==> src/rtl/nonce_result_scan.sv <==
// rtl/nonce_result_scan.sv - scans NUM_NONCES hash words for values below target
// Optional macro NONCE_SCAN_BEST_TRACK_EN enables minimum-word (best_hash/best_idx) tracking.
module nonce_result_scan #(
  parameter int NUM_NONCES = 16
) (
  input  logic        clk,
  input  logic        reset_n,
  input  logic        start,
  input  logic [15:0] base_addr,
  input  logic [31:0] target,
  output logic        mem_clk,
  output logic        mem_we,
  output logic [15:0] mem_addr,
  input  logic [31:0] mem_read_data,
  output logic        done,
  output logic        found,
  output logic [7:0]  nonce_idx,
  output logic [8:0]  match_count,
  output logic [31:0] best_hash,
  output logic [7:0]  best_idx
);

  typedef enum logic [1:0] {IDLE, FETCH, SCAN} state_t;

  localparam logic [7:0] LAST_IDX = 8'(NUM_NONCES - 1);

  state_t      state;
  state_t      state_next;
  logic [31:0] target_q;
  logic [7:0]  idx;
  logic        accept;
  logic        in_scan;
  logic        hit;
  logic        last;

  assign mem_clk = clk;
  assign mem_we  = 1'b0;

  assign accept  = (state == IDLE) && start;
  assign in_scan = (state == SCAN);
  assign hit     = in_scan && (mem_read_data < target_q);
  assign last    = in_scan && (idx == LAST_IDX);

  // State register; reset aborts any scan in flight.
  always_ff @(posedge clk or negedge reset_n) begin
    if (!reset_n) state <= IDLE;
    else          state <= state_next;
  end

  // Next-state: one address-setup cycle, then one word per cycle until the last index.
  always_comb begin
    state_next = state;
    case (state)
      IDLE:    if (start) state_next = FETCH;
      FETCH:   state_next = SCAN;
      SCAN:    if (idx == LAST_IDX) state_next = IDLE;
      default: state_next = IDLE;
    endcase
  end

  // Address generation, match accumulation and the completion pulse.
  always_ff @(posedge clk or negedge reset_n) begin
    if (!reset_n) begin
      mem_addr    <= 16'h0000;
      done        <= 1'b0;
      found       <= 1'b0;
      nonce_idx   <= 8'h00;
      match_count <= 9'h000;
      target_q    <= 32'h0000_0000;
      idx         <= 8'h00;
    end else begin
      done <= 1'b0;
      if (accept) begin
        mem_addr    <= base_addr;
        target_q    <= target;
        found       <= 1'b0;
        nonce_idx   <= 8'h00;
        match_count <= 9'h000;
      end
      if (state == FETCH) begin
        mem_addr <= mem_addr + 16'h0001;
        idx      <= 8'h00;
      end
      if (in_scan) begin
        mem_addr <= mem_addr + 16'h0001;
        idx      <= idx + 8'h01;
        if (hit) begin
          match_count <= match_count + 9'h001;
          if (!found) begin
            found     <= 1'b1;
            nonce_idx <= idx;
          end
        end
        if (last) done <= 1'b1;
      end
    end
  end

`ifdef NONCE_SCAN_BEST_TRACK_EN
  // Running minimum; strict compare keeps the lowest index on ties.
  always_ff @(posedge clk or negedge reset_n) begin
    if (!reset_n) begin
      best_hash <= 32'h0000_0000;
      best_idx  <= 8'h00;
    end else if (accept) begin
      best_hash <= 32'hFFFF_FFFF;
      best_idx  <= 8'h00;
    end else if (in_scan && (mem_read_data < best_hash)) begin
      best_hash <= mem_read_data;
      best_idx  <= idx;
    end
  end
`else
  assign best_hash = 32'h0000_0000;
  assign best_idx  = 8'h00;
`endif

endmodule

==> config.mk <==
export PLATFORM = sky130hd
export DESIGN_NAME = nonce_result_scan
export DESIGN_NICKNAME = d
export VERILOG_FILES = /design/src/rtl/nonce_result_scan.sv
export SDC_FILE = /design/constraint.sdc
export NUM_CORES = 1
export LEC_CHECK = 0
export BUFFER_PORTS_ARGS = -buffer_cell sky130_fd_sc_hd__buf_2
export CORE_AREA = 2 2 104 106
export CTS_BUF_LIST = sky130_fd_sc_hd__clkbuf_8 sky130_fd_sc_hd__clkbuf_16
export DETAILED_ROUTE_END_ITERATION = 12
export DIE_AREA = 0 0 106 108
export PLACE_DENSITY_LB_ADDON = 0.1
export RECOVER_POWER = 100
export REMOVE_ABC_BUFFERS = 1
export SLEW_MARGIN = 20
export SYNTH_ARGS = -nofsm -noshare
export SYNTH_HDL_FRONTEND = slang
export SYNTH_SLANG_ARGS = --single-unit
==> constraint.sdc <==
create_clock -name clk -period 2.1 [get_ports clk]
set_input_delay 0.63 -clock clk [delete_from_list [all_inputs] [get_ports clk]]
set_output_delay 0.63 -clock clk [all_outputs]
set_load 0.03 [all_outputs]
After elaboration in Yosys (flattened, before gate mapping)
Cells that the tools add are included.
- bits in read-only memories: 0
- logic and storage cells: 45
- memory bits (writable): 0
- register bits: 77
- output and inout port bits: 77
- latch bits: 0
- input bits: 83
- memories: 0
- $lt $le $gt $ge: 1
- equality and inequality tests: 5
- add/sub/neg operators: 3
- div/mod/pow operators: 0
- shift operators: 0
- reduce and logical (&&, ||, !) cells: 7
- multiplexer cells: 21
- multiply operators: 0
- bitwise logic cells: 0
- operators with widths (kind ; number):
    $mux W16 ; 3
    $mux W8 ; 6
    $lt A32 B32 Y1 ; 1
    $mux W9 ; 3
    $add A16 B1 Y16 const B ; 1
    $add A9 B1 Y9 const B ; 1
    $add A8 B1 Y8 const B ; 1
    $eq A8 B4 Y1 const B ; 1
    $mux W1 ; 6
    $pmux W2 S3 ; 1
    $mux W2 ; 2
    $logic_and A1 B1 Y1 ; 3
    $reduce_bool A3 Y1 ; 1
    $eq A2 B1 Y1 const B ; 1
    $eq A2 B2 Y1 const B ; 1
    $logic_not A2 Y1 ; 1
    $ne A2 B1 Y1 const B ; 1
    $ne A2 B2 Y1 const B ; 1
    $reduce_and A2 Y1 ; 1
    $reduce_bool A2 Y1 ; 1

Logic depth before layout (Yosys ltp)
Gate-level depths: netlist (run 1).
- depth in word-level cells: 6
- depth in mapped cells: 9
- depth with buffers taken out: 8

==> summary.txt, run 1 <==
WL final -> 10,800 µm
Fmax -> 455 MHz
Initial DRC count -> 112
VDD IR max -> 0.890 mV
Register area share after synthesis -> 41.3%
Routed len/inst -> 14.3 µm
Post-Place Cells -> 730
Fin nets -> 733
Non-Filler Instances -> 753
Vias in the first global route -> 3,708
Initial antenna violation count -> 0
FF-to-FF Start -> target_q[29]$_DFFE_PN0P_
Post-route cell area -> 5780 µm²
Routability Congestion -> 0.782
Total congestion overflow -> 0
Die area -> 11,400 µm²
TritonCTS clock tree -> yes
#FFs+latches synth -> 77
Synth Instances -> 471
Synth area leader -> dfrtp_1
Most frequent cells in the layout -> buf_2, dfrtp_1, inv_1, conb_1, clkbuf_1
First-pass GRT wire length -> 17,200 µm
Rows -> 37
Slew Limit Fails -> 0
Die Y -> 108 µm
Total power -> 7.18 mW
R2R cell count -> 9
Kind of critical path -> reg -> reg
Post-synthesis cell type count -> 47
Setup Skew -> 0.00834 ns
ANT cells -> 0
Post-synth EDFFs -> 0
Period utilization -> 105%
Starting Density -> 45.6%
HP Class -> in -> reg
Core area -> 10,200 µm²
Max-slew headroom -> 28.0%
Layout cell share with drive strength beyond 1 -> 31.9%
Placed instance area -> 5400 µm²
Worst Path Required -> 2.45 ns
Port buffer count -> 118
Vias/cell -> 5.01
Nature of the critical path startpoint -> flop
Max-Cap Viols -> 0
Pin count of the biggest net entering global routing -> 78
Syn Std Cell Area -> 4670 µm²
Top post-synthesis cells by area -> dfrtp_1, ha_1, mux2_2
Die width -> 106 µm
CP max FO -> 8
Final ANT Viol Nets -> 0
RSZ-0062 raised after global routing -> yes
Hpwl dp -> 7560 µm
Fin crit period -> 2.20 ns
Fin. Hold Viols -> 0
Remaining routing DRC violations -> 0
Vias -> 3,769
Run status -> complete, but fails checks
Ys Warns -> 0
Fraction of registers with async set/reset -> 100%
R2R Setup Slk -> -0.1 ns
Setup-failing EPs final -> 18
WP data arrival -> 2.55 ns
Actual slew at the worst max-slew pin -> 1.08 ns
Commonest non-fill, non-tap cell in the layout -> buf_2
Final setup margin -> -0.0998 ns
Critical path endpoint category -> flop
Leak -> 2.73 nW
Synth Area per Inst -> 9.91 µm²
Failing checks -> negative setup slack
Prevailing post-synth register cell -> dfrtp_1
Skew-Pair Late Insertion Delay -> 0.46 ns
Area growth, synth to finish -> 23.8%
Setup crit start -> target_q[29]$_DFFE_PN0P_
Io pins -> 160
1st-pass router iterations -> 4
Pwr/cell area -> 1240 nW/µm²
End of the worst register-to-register path -> match_count[3]$_DFF_PN0_
CP endpoint -> match_count[3]$_DFF_PN0_
Share of the synthesized area in the top cell type -> 41.3%
Clock-pin slew on the worst setup and hold paths -> 0.08 ns
Post-CTS Hold Buffers -> 0
Tot GR Track Use -> 19.0%
routing by layer:
metal  wire length [µm]  vias up  track usage (%)
met5                  0        -                0
met1               4840     1807             23.9
met2               5320      100             32.4
li1                   -     1851                -
met4                156        0             8.46
met3                444       11             3.25
cell usage after synthesis, types with 2 or more instances:
library cell	n
nor2_1	23
xnor2_1	4
a221oi_1	2
a211oi_1	8
a31oi_1	2
o21a_1	2
mux2_2	34
dfrtp_1	77
buf_4	42
ha_1	38
or2_2	3
nand2b_1	8
a31o_1	5
nand3_1	15
and4_1	3
a311oi_1	3
nor3_1	4
o22ai_1	3
inv_1	45
o21ai_0	22
clkbuf_1	12
nand4_1	10
and3_1	7
o221a_2	3
o211ai_1	3
nor3b_1	2
a21oi_1	20
nand2_1	36
o21ai_1	5
mux2i_1	10
buf_6	2
a221o_1	3
layout make-up:
class,instances,area [µm²]
clock buffer,13,170
clock inverter,7,35.0
fill,963,4460
inverter,45,169
multi-input combinational,333,2550
sequential,77,1930
tap,136,170
timing repair buffer,142,754
state kept, by name (all words and copies together) (netlist names):
| signal | cells |
|---|---|
| mem_addr | 16 |
| idx | 8 |
| found | 1 |
| target_q | 32 |
| done | 1 |
| state | 2 |
| nonce_idx | 8 |
| match_count | 9 |
worst min-delay path by stage:
stage	to	depth (start not counted)	startpoint	slack, ns
finish	target_q[3]$_DFFE_PN0P_	2	target[3]	0.39
global route	target_q[3]$_DFFE_PN0P_	2	target[3]	0.38
CTS	target_q[12]$_DFFE_PN0P_	2	reset_n	0.19
detailed placement	target_q[20]$_DFFE_PN0P_	1	target_q[20]$_DFFE_PN0P_	0.49
global placement	target_q[28]$_DFFE_PN0P_	1	target_q[28]$_DFFE_PN0P_	0.49
floorplan	done$_DFF_PN0_	0	reset_n	0.33
logic make-up (layout without fill, tap and decap cells):
family	Yosys count	count (layout)	synth area share (%)
multiplexers	44	44	10.3
XOR/XNOR	4	4	0.751
flip-flops	77	77	41.3
buffers and inverters	101	207	11.8
AND/OR/NAND/NOR	119	119	12.9
other	1	41	0.0804
AO/OA/AOI/OAI	87	87	12.6
adder cells (fa/ha/maj)	38	38	10.2
per-stage QoR:
stage,TNS [ns],hold slack (ns),worst slack [ns],util (%)
detailed placement,-9.46,0.493,-0.596,52.7
global route,-3.22,0.381,-0.220,56.5
finish,-1.25,0.391,-0.0998,56.5
floorplan,-15.54,0.334,-0.503,-
global placement,-8.32,0.489,-0.534,52.7
CTS,-0.782,0.187,-0.0786,55.8
critical path, cell delays in order (launching register included):
cell and delay (ns):
dfrtp_1 0.34, inv_1 0.06, ha_1 0.35, nand4_4 0.12, or4_4 0.54, nor2_4 0.14, o2bb2ai_4 0.15, buf_6 0.16
a211oi_1 0.05, a31o_1 0.18
power by group:
group / leakage [nW] / internal, mW / switching (mW)
clock: 0.117 / 0.546 / 0.631
combinational: 1.66 / 1.56 / 2.07
sequential: 0.950 / 1.99 / 0.378
total: 2.73 / 4.10 / 3.07
what timing repair did:
item | CTS | global route
setup endpoints to repair | 18 | 18
gates cloned | 0 | 1
setup buffers | 2 | 3
gates resized for setup | 18 | 18
pin swaps | 9 | 9
Note: power is estimated with default switching activity, not from simulation.
==> inputs of run 2 (changes only) <==
--- a/config.mk
+++ b/config.mk
@@ -5,14 +5,16 @@
 export SDC_FILE = /design/constraint.sdc
 export NUM_CORES = 1
 export LEC_CHECK = 0
+export ABC_AREA = 1
 export BUFFER_PORTS_ARGS = -buffer_cell sky130_fd_sc_hd__buf_2
-export CORE_AREA = 2 2 104 106
+export CORE_AREA = 2 2 121 123
 export CTS_BUF_LIST = sky130_fd_sc_hd__clkbuf_8 sky130_fd_sc_hd__clkbuf_16
 export DETAILED_ROUTE_END_ITERATION = 12
-export DIE_AREA = 0 0 106 108
+export DIE_AREA = 0 0 123 125
 export PLACE_DENSITY_LB_ADDON = 0.1
 export RECOVER_POWER = 100
 export REMOVE_ABC_BUFFERS = 1
+export SKIP_LAST_GASP = 1
 export SLEW_MARGIN = 20
 export SYNTH_ARGS = -nofsm -noshare
 export SYNTH_HDL_FRONTEND = slang
==> summary.txt, run 2 <==
Largest regs -> target_q (32), mem_addr (16), match_count (9)
Post-synthesis cell type count -> 31
Nature of the critical path startpoint -> clock port
Prevailing post-synth register cell -> dfrtp_1
Routability Congestion -> 0.763
Final ANT Viol Nets -> 0
Setup Skew -> 0.00620 ns
Remaining routing DRC violations -> 0
Skew-Pair Late Insertion Delay -> 0.45 ns
ANT cells -> 0
Initial antenna violation count -> 1
Minimum hold slack -> 0.298 ns
Layout cell share with drive strength beyond 1 -> 15.6%
Max reg flops -> 32
Placed instance area -> 5570 µm²
Fin. Hold Viols -> 0
Critical path endpoint category -> output pin
Syn Std Cell Area -> 4830 µm²
Register area share after synthesis -> 39.9%
Die Y -> 125 µm
Run status -> finished, final reports clean
RSZ-0062 raised after global routing -> no
Die area -> 15,400 µm²
Share of the synthesized area in the top cell type -> 39.9%
Met3 Resource Use GR -> 3.38%
First-pass GRT wire length -> 19,400 µm
End of the worst register-to-register path -> match_count[8]$_DFF_PN0_
Vias/cell -> 4.42
Post-route cell area -> 5860 µm²
Clock-pin slew on the worst setup and hold paths -> 0.06 ns
R2R Setup Slk -> 0.22 ns
Pin count of the biggest net entering global routing -> 46
Pwr/cell area -> 1250 nW/µm²
Top reg by flops -> target_q
Io pins -> 160
Commonest non-fill, non-tap cell in the layout -> nand2_1
Rows -> 44
Synth area leader -> dfrtp_1
CTS resizes -> 0
Post-Place Cells -> 930
Vias in the first global route -> 4,133
Slew Limit Fails -> 0
WP data arrival -> 1.46 ns
Post-CTS Setup Bufs -> 0
Top post-synthesis cells by area -> dfrtp_1, nand2_1, ha_1
VDD IR max -> 0.754 mV
Worst Path Required -> 1.47 ns
GR peak layer -> met2
Fraction of registers with async set/reset -> 100%
Core area -> 14,200 µm²
Total power -> 7.34 mW
Port buffer count -> 118
Area growth, synth to finish -> 21.3%
Ys Warns -> 0
HP Class -> in -> async
Routed len/inst -> 12.2 µm
#FFs+latches synth -> 77
FF-to-FF Start -> target_q[31]$_DFFE_PN0P_
CP max FO -> 2
Starting Density -> 34.0%
Actual slew at the worst max-slew pin -> 0.924 ns
Tot GR Track Use -> 16.0%
Fillcell total -> 1,534
Post-synth top cells -> nand2_1, inv_1, dfrtp_1
1st-pass router iterations -> 4
Synth Instances -> 632
Max-slew headroom -> 38.4%
Fin nets -> 881
Kind of critical path -> clk -> out
TritonCTS clock tree -> yes
Met1 Usage GRT -> 21.6%
Post-synth EDFFs -> 0
Most common cell in the netlist -> nand2_1
Setup-failing EPs final -> 0
Non-Filler Instances -> 949
Synth Area per Inst -> 7.65 µm²
Die width -> 123 µm
Most frequent cells in the layout -> nand2_1, inv_1, buf_2
WL final -> 11,500 µm
Initial DRC count -> 173
Total congestion overflow -> 0
Hpwl dp -> 8610 µm
Leak -> 3.03 nW
Vias -> 4,196
Met2 Use GR -> 24.7%
Post-CTS Hold Buffers -> 0
Setup TNS -> 0 ns
Max-Cap Viols -> 0
R2R cell count -> 9
==> run 2: cell count changes after synthesis, moves of 8 or more <==
cell / delta
nand3_1: +22
mux2_2: -34
nand2_1: +121
mux2i_1: -10
nand2b_1: -8
inv_1: +45
o21ai_0: +38
a211oi_1: -8
nor2_1: +15
xor2_1: +9
==> run 2: power by group <==
part           switching, mW  leakage [nW]  total, mW  internal [mW]
Sequential             0.302         0.985       2.30           2.00
Clock                  0.712         0.194       1.91           1.20
Combinational           2.10          1.85       3.13           1.03
Total                   3.12          3.03       7.34           4.22
==> run 2: final cells by class <==
class                      instances  area [µm²]  area share, %
multi-input combinational        445        2320           39.5
timing repair buffer             132         676           11.5
clock buffer                      14         319           5.44
tap                              184         230           3.93
sequential                        77        1930           32.9
clock inverter                     6        53.8          0.917
inverter                          91         342           5.82
==> run 2: through the flow <==
stage                     setup slack [ns]  util (%)
after CTS                          0.00790      41.8
after detailed placement            -0.124      39.2
after global placement              -0.114      39.2
final                               0.0105      41.3
after global routing               0.00263      41.3
after floorplan                     -0.277         -
==> run 2: cell families (layout without fill, tap and decap cells) <==
kind of cell               count (synthesis)  count (layout)  synth area share [%]
DFF                                       77              77                  39.9
xor gates and xnor gates                   9               9                  1.63
buffers and inverters                    150             243                  15.3
adders and majority gates                 38              38                  9.83
AOI/OAI and AO/OA                         99              99                  10.9
other                                      1              41                0.0776
and+or+nand+nor                          258             258                  22.3
==> run 2: worst max path at each step <==
stage / endpoint / from
finish: mem_clk / clk
global route: mem_clk / clk
CTS: mem_clk / clk
detailed placement: match_count[4]$_DFF_PN0_ / mem_read_data[31]
global placement: found$_DFF_PN0_ / mem_read_data[23]
floorplan: mem_addr[7]$_DFFE_PN0P_ / state[0]$_DFFE_PN0P_
==> run 2: per-layer routing <==
| layer | vias to the layer above | share of wire, % |
|---|---|---|
| met1 | 1884 | 47 |
| met5 | - | 0.12 |
| met4 | 2 | 1.9 |
| met3 | 15 | 5.4 |
| met2 | 103 | 45 |
| li1 | 2192 | - |
==> run 2: worst max-delay path, stage by stage <==
cell and delay [ns]:
clkbuf_16 0.12, clkbuf_16 0.13, buf_2 0.17
